<file path="config.mk">
export PLATFORM = sky130hd
export DESIGN_NAME = rssi_multi
export DESIGN_NICKNAME = d
export VERILOG_FILES = /design/src/rtl/rssi_multi.sv
export SDC_FILE = /design/constraint.sdc
export NUM_CORES = 2
export LEC_CHECK = 0
export CAP_MARGIN = 15
export CORE_ASPECT_RATIO = 1.5
export CORE_UTILIZATION = 30
export CTS_BUF_LIST = sky130_fd_sc_hd__clkbuf_4 sky130_fd_sc_hd__clkbuf_8
export DETAILED_ROUTE_END_ITERATION = 7
export PLACE_DENSITY_LB_ADDON = 0.08
export SYNTH_ARGS = -nofsm -noshare
export SYNTH_HDL_FRONTEND = slang
export SYNTH_SLANG_ARGS = --single-unit
</file>
<file path="constraint.sdc">
create_clock -name clock -period 10.7 [get_ports clock]
set_input_delay 3.21 -clock clock [delete_from_list [all_inputs] [get_ports clock]]
set_output_delay 3.21 -clock clock [all_outputs]
set_load 0.1 [all_outputs]
</file>
<file path="src/rtl/rssi_multi.sv">
`default_nettype none
// ============================================================================
// rssi_multi : per-channel leaky-average RSSI, overload density, peak hold,
//              hysteretic alarm and coherent snapshot readback.   Rev 1.0
// ============================================================================
module rssi_multi #(
    parameter int ADC_WIDTH = 12,
    parameter int NUM_CH    = 4,
    parameter int AVG_SHIFT = 10,
    parameter int OUT_WIDTH = 16,
    parameter int DECAY_LOG = 8
) (
    input  logic                          clock,
    input  logic                          reset,
    input  logic                          enable,
    input  logic                          sample_valid,
    input  logic [NUM_CH*ADC_WIDTH-1:0]   adc,
    input  logic [OUT_WIDTH-1:0]          thresh_hi,
    input  logic [OUT_WIDTH-1:0]          thresh_lo,
    input  logic                          snap_req,
    output logic [NUM_CH*OUT_WIDTH-1:0]   rssi,
    output logic [NUM_CH*OUT_WIDTH-1:0]   over_count,
    output logic [NUM_CH-1:0]             alarm,
    output logic [NUM_CH*OUT_WIDTH-1:0]   snap_rssi,
    output logic [NUM_CH*OUT_WIDTH-1:0]   snap_peak,
    output logic [NUM_CH*OUT_WIDTH-1:0]   snap_over,
    output logic                          snap_valid
);
    localparam int ACC_W = OUT_WIDTH + AVG_SHIFT;

    typedef enum logic [0:0] {SNAP_IDLE = 1'b0, SNAP_CAPTURE = 1'b1} snap_state_t;
    typedef enum logic [0:0] {ALM_CLEAR = 1'b0, ALM_SET = 1'b1} alarm_state_t;

    snap_state_t          snap_state_q, snap_state_d;
    logic [DECAY_LOG-1:0] decay_cnt_q, decay_cnt_d;
    logic                 clear_live;
    logic                 capture;
    logic                 decay_tick;

    // Shared control: snapshot sequencing and the common peak-decay timebase.
    always_comb begin
        clear_live   = !reset || !enable;
        capture      = (snap_state_q == SNAP_CAPTURE) && !clear_live;
        decay_tick   = sample_valid && (decay_cnt_q == '1);
        snap_valid   = capture;
        snap_state_d = SNAP_IDLE;
        decay_cnt_d  = decay_cnt_q;
        if (clear_live) begin
            decay_cnt_d = '0;
        end else begin
            if (snap_state_q == SNAP_IDLE && snap_req) begin
                snap_state_d = SNAP_CAPTURE;
            end
            if (sample_valid) begin
                decay_cnt_d = decay_cnt_q + DECAY_LOG'(1);
            end
        end
    end

    always_ff @(posedge clock) begin
        if (!reset) begin
            snap_state_q <= SNAP_IDLE;
            decay_cnt_q  <= '0;
        end else begin
            snap_state_q <= snap_state_d;
            decay_cnt_q  <= decay_cnt_d;
        end
    end

    for (genvar c = 0; c < NUM_CH; c++) begin : g_ch
        logic [ADC_WIDTH-1:0] sample;
        logic [ADC_WIDTH-1:0] folded;
        logic                 over;
        logic [ACC_W-1:0]     abs_ext;
        logic [ACC_W-1:0]     over_inc;
        logic [OUT_WIDTH-1:0] peak_in;
        logic [OUT_WIDTH-1:0] rssi_live;
        logic [OUT_WIDTH-1:0] over_live;
        logic [ACC_W-1:0]     racc_q, racc_d;
        logic [ACC_W-1:0]     oacc_q, oacc_d;
        logic [OUT_WIDTH-1:0] peak_q, peak_d;
        alarm_state_t         alarm_q, alarm_d;
        logic [OUT_WIDTH-1:0] snap_rssi_q, snap_rssi_d;
        logic [OUT_WIDTH-1:0] snap_peak_q, snap_peak_d;
        logic [OUT_WIDTH-1:0] snap_over_q, snap_over_d;

        always_comb begin
            sample    = adc[c*ADC_WIDTH +: ADC_WIDTH];
            // One's-complement fold keeps the magnitude within ADC_WIDTH-1 bits.
            folded    = sample[ADC_WIDTH-1] ? ~sample : sample;
            over      = (sample == {1'b0, {(ADC_WIDTH-1){1'b1}}}) ||
                        (sample == {1'b1, {(ADC_WIDTH-1){1'b0}}});
            abs_ext   = {{(ACC_W-ADC_WIDTH){1'b0}}, folded};
            peak_in   = {{(OUT_WIDTH-ADC_WIDTH){1'b0}}, folded};
            over_inc  = over ? {{AVG_SHIFT{1'b0}}, {OUT_WIDTH{1'b1}}} : '0;
            rssi_live = racc_q[ACC_W-1 -: OUT_WIDTH];
            over_live = oacc_q[ACC_W-1 -: OUT_WIDTH];

            racc_d      = racc_q;
            oacc_d      = oacc_q;
            peak_d      = peak_q;
            alarm_d     = alarm_q;
            snap_rssi_d = snap_rssi_q;
            snap_peak_d = snap_peak_q;
            snap_over_d = snap_over_q;

            if (clear_live) begin
                racc_d  = '0;
                oacc_d  = '0;
                peak_d  = '0;
                alarm_d = ALM_CLEAR;
            end else begin
                if (sample_valid) begin
                    racc_d = racc_q + abs_ext - {{AVG_SHIFT{1'b0}}, rssi_live};
                    oacc_d = oacc_q + over_inc - {{AVG_SHIFT{1'b0}}, over_live};
                end
                // SET wins whenever rssi reaches thresh_hi, even if thresh_lo is above it.
                if (rssi_live >= thresh_hi) begin
                    alarm_d = ALM_SET;
                end else if (alarm_q == ALM_SET && rssi_live >= thresh_lo) begin
                    alarm_d = ALM_SET;
                end else begin
                    alarm_d = ALM_CLEAR;
                end
                if (capture) begin
                    snap_rssi_d = rssi_live;
                    snap_peak_d = peak_q;
                    snap_over_d = over_live;
                    peak_d      = sample_valid ? peak_in : '0;
                end else if (sample_valid) begin
                    if (peak_in > peak_q) begin
                        peak_d = peak_in;
                    end else if (decay_tick && peak_q != '0) begin
                        peak_d = peak_q - OUT_WIDTH'(1);
                    end
                end
            end
        end

        always_ff @(posedge clock) begin
            if (!reset) begin
                racc_q      <= '0;
                oacc_q      <= '0;
                peak_q      <= '0;
                alarm_q     <= ALM_CLEAR;
                snap_rssi_q <= '0;
                snap_peak_q <= '0;
                snap_over_q <= '0;
            end else begin
                racc_q      <= racc_d;
                oacc_q      <= oacc_d;
                peak_q      <= peak_d;
                alarm_q     <= alarm_d;
                snap_rssi_q <= snap_rssi_d;
                snap_peak_q <= snap_peak_d;
                snap_over_q <= snap_over_d;
            end
        end

        assign rssi      [c*OUT_WIDTH +: OUT_WIDTH] = rssi_live;
        assign over_count[c*OUT_WIDTH +: OUT_WIDTH] = over_live;
        assign alarm[c]                             = (alarm_q == ALM_SET);
        assign snap_rssi [c*OUT_WIDTH +: OUT_WIDTH] = snap_rssi_q;
        assign snap_peak [c*OUT_WIDTH +: OUT_WIDTH] = snap_peak_q;
        assign snap_over [c*OUT_WIDTH +: OUT_WIDTH] = snap_over_q;
    end

endmodule
`default_nettype wire

</file>
==> impl_results.md <==
* Run status: finished clean
* IO Port Bufs at ~410
* Post-Layout Cell Count at 6,106
* Max FO, Critical Path at 83
* Initial Util at 30.3%
* # hold bufs at CTS at 0
* Power Density at 372 nW/um^2
* Unique masters post-synth at 88
* Share of cells above drive strength 1 at 5.75%
* Worst slew pin tran at 1.25 ns
* Multi-input logic area at 23,000 sq um
* Drt first pass iters at 6
* Sequential fraction of the synthesis area at 27.1%
* Ys flop type: dfxtp_1
* Final WL at roughly 130,000 um
* NumNets Final at a little over 5,000
* PostCTS Resize Cnt at 0
* Detail Placement HPWL at 102,000 um
* Mapped Nets at roughly 4,800
* RR Startpoint: g_ch[3].racc_q[11]
* Placed instance area at about 40,000 sq um
* FF-to-FF path depth at 13
* Setup-failing EPs final at 0
* Root buffer cell: clkbuf_8
* Die area at 119,000 sq um
* CTS tree: built
* Placed Cells at 5,943
* Yosys reg bits at 477
* Leak pwr at ~0.017 uW
* Fin. Hold Viols at 0
* Hold Crit Start: g_ch[0].snap_over_q[0]
* Die span in x at 282 um
* Hold depth at 2
* DRC at 0
* Slew Limit Headroom at 16.5%
* GP Congestion at 0.855
* Post-CTS setup buffers at 0
* Max-cap check violation count at 0
* Post-route cell area at 42,100 sq um
* Fillers at about 12,000
* Worst-path clk slew at 0.06 ns
* Crit start category: primary input
* WHS Endpoint: g_ch[0].snap_over_q[0]
* Post-layout minimum cycle time at 8.17 ns
* CP arrival at 4.96 ns
* Final antenna-violating net count at 0
* Top Ports at 410
* Reg area at between 9000 and 10,000 sq um
* Largest net degree at the start of global routing at 112
* Worst Setup End Kind: output port
* Post-synth EDFFs at 0
* Worst R2R End: g_ch[3].racc_q[22]
* Vias in the first global route at 31,600
* DRT iter0 DRCs at 1,329
* Synth Area per Inst at 8.32 sq um
* Via count at about 31,000
* Final hold slack at between 0.4 and 0.5 ns
* FFs w/ async S/R, synth at 0%
* TritonCTS Sinks at 477
* Drt wl/cell at 21.9 um
* Max Slew Vio Count at 0
* GRT overflow at 0
* Synth Instances at 4,238
* Commonest non-fill, non-tap cell in the layout: dfxtp_1
* Synthesized area at 35,300 sq um
* Core Rows at ~150
* Most frequent cells in the layout: dfxtp_1 (477), ha_1 (413), clkdlybuf4s50_1 (404), o21ai_0 (399), nor2_1 (325)
* R2R setup slack at 6.48 ns
* Clock Skew at 0.0403 ns
* H-tree levels at 3
* Pwr Total at about 16,000 uW
* CP required at 7.49 ns
* Layout area overhead at 19.4%
* Clk Latency, worst-skew pair at 0.79 ns
* Type of the worst setup path: primary input to output port
* Tcrit/Tclk final at around 76%
* Max Fclk at ~0.12 GHz
* CTS buffer count at 92
* Clk buf depth at 3
* Die Ht at 422 um
* RSZ-0062 raised after global routing: no
* Initial antenna violation count at 4
* Worst min path class: register to register
* Maximum VDD drop at ~0.27 mV
* Final setup TNS at 0 ns
* GRT Total Usage at 22.3%
* Vias per cell at 5.12
* Global-route wire length before repair at between 200,000 and 250,000 um
* Ys Warns at 0
* Core ar. at 116,000 sq um
## layout make-up
cell class / count / share of cell area (%)
Inverter: 312 / 2.79
Multi-Input combinational cell: 3149 / 54.6
Antenna cell: 2 / 0.0119
Clock inverter: 15 / 0.333
Timing Repair Buffer: 455 / 10.6
Tap cell: 1550 / 4.61
Clock buffer: 146 / 4.45
Sequential cell: 477 / 22.7
## through the flow
stage	setup slack (ns)	utilization [%]
after floorplan	1.88	-
after global placement	2.21	34.5
after detailed placement	2.19	34.5
after CTS	2.48	36.2
after global routing	2.39	36.2
final	2.53	36.2
## critical path, cell delays in order
cell	delay (ns)
clkbuf_8	0.51
and2_2	0.31
nand2_4	0.35
inv_2	0.23
buf_4	0.32
## cells in the mapped netlist (46+ instances only)
cell type,instances,area (sq um)
inv_1,312,1170
mux2i_1,91,911
a21oi_1,219,1100
dfxtp_1,477,9550
nand3_1,236,1180
xnor2_1,121,1060
nor2_1,328,1230
nand4_1,46,288
xor2_1,96,841
nand2_1,272,1020
clkbuf_1,126,473
buf_4,133,998
a21o_1,123,923
fa_1,108,2160
a211oi_1,73,548
o21ai_0,399,2000
ha_1,413,5170
nor3_1,84,420
## routing by layer
metal  wire length [um]  share of wire [%]  global-route usage, %
met1              55400                 42                   26.0
met2              68000                 51                   40.6
met3               6060                4.5                   3.37
met4               3970                3.0                   7.64
met5                 13             0.0097                      0
## sequential cells by signal, indices dropped and copies added (netlist names)
register          flops
decay_cnt_q           8
g_ch.alarm_q          4
g_ch.oacc_q         104
g_ch.peak_q          64
g_ch.racc_q         104
g_ch.snap_over_q     64
g_ch.snap_peak_q     64
g_ch.snap_rssi_q     64
snap_state_q          1
## where the power goes
group	internal, uW	switching, uW
registers	2080	475
clock network	1150	900
logic	4350	6730
total	7580	8110
## worst max path at each step
stage	endpoint	from	cells past startpoint	slack [ns]
floorplan	g_ch[1].oacc_q[24]	adc[22]	16	1.88
global placement	g_ch[1].oacc_q[23]	adc[23]	17	2.21
detailed placement	g_ch[3].oacc_q[24]	adc[47]	17	2.19
CTS	snap_valid	reset	5	2.48
global route	snap_valid	reset	5	2.39
finish	snap_valid	reset	5	2.53
## cells by family (layout without fill, tap and decap cells)
kind of cell	after synthesis	count (layout)	synth area share, %
multiplexers	91	91	2.58
AO/OA/AOI/OAI	1148	1148	20.5
flip-flops	477	477	27.1
other	0	2	0
buffers and inverters	612	928	7.95
adder cells (fa/ha/maj)	521	521	20.8
XOR/XNOR	217	217	5.39
AND/OR/NAND/NOR	1172	1172	15.7
No activity file was read; power rests on OpenSTA's default activity.
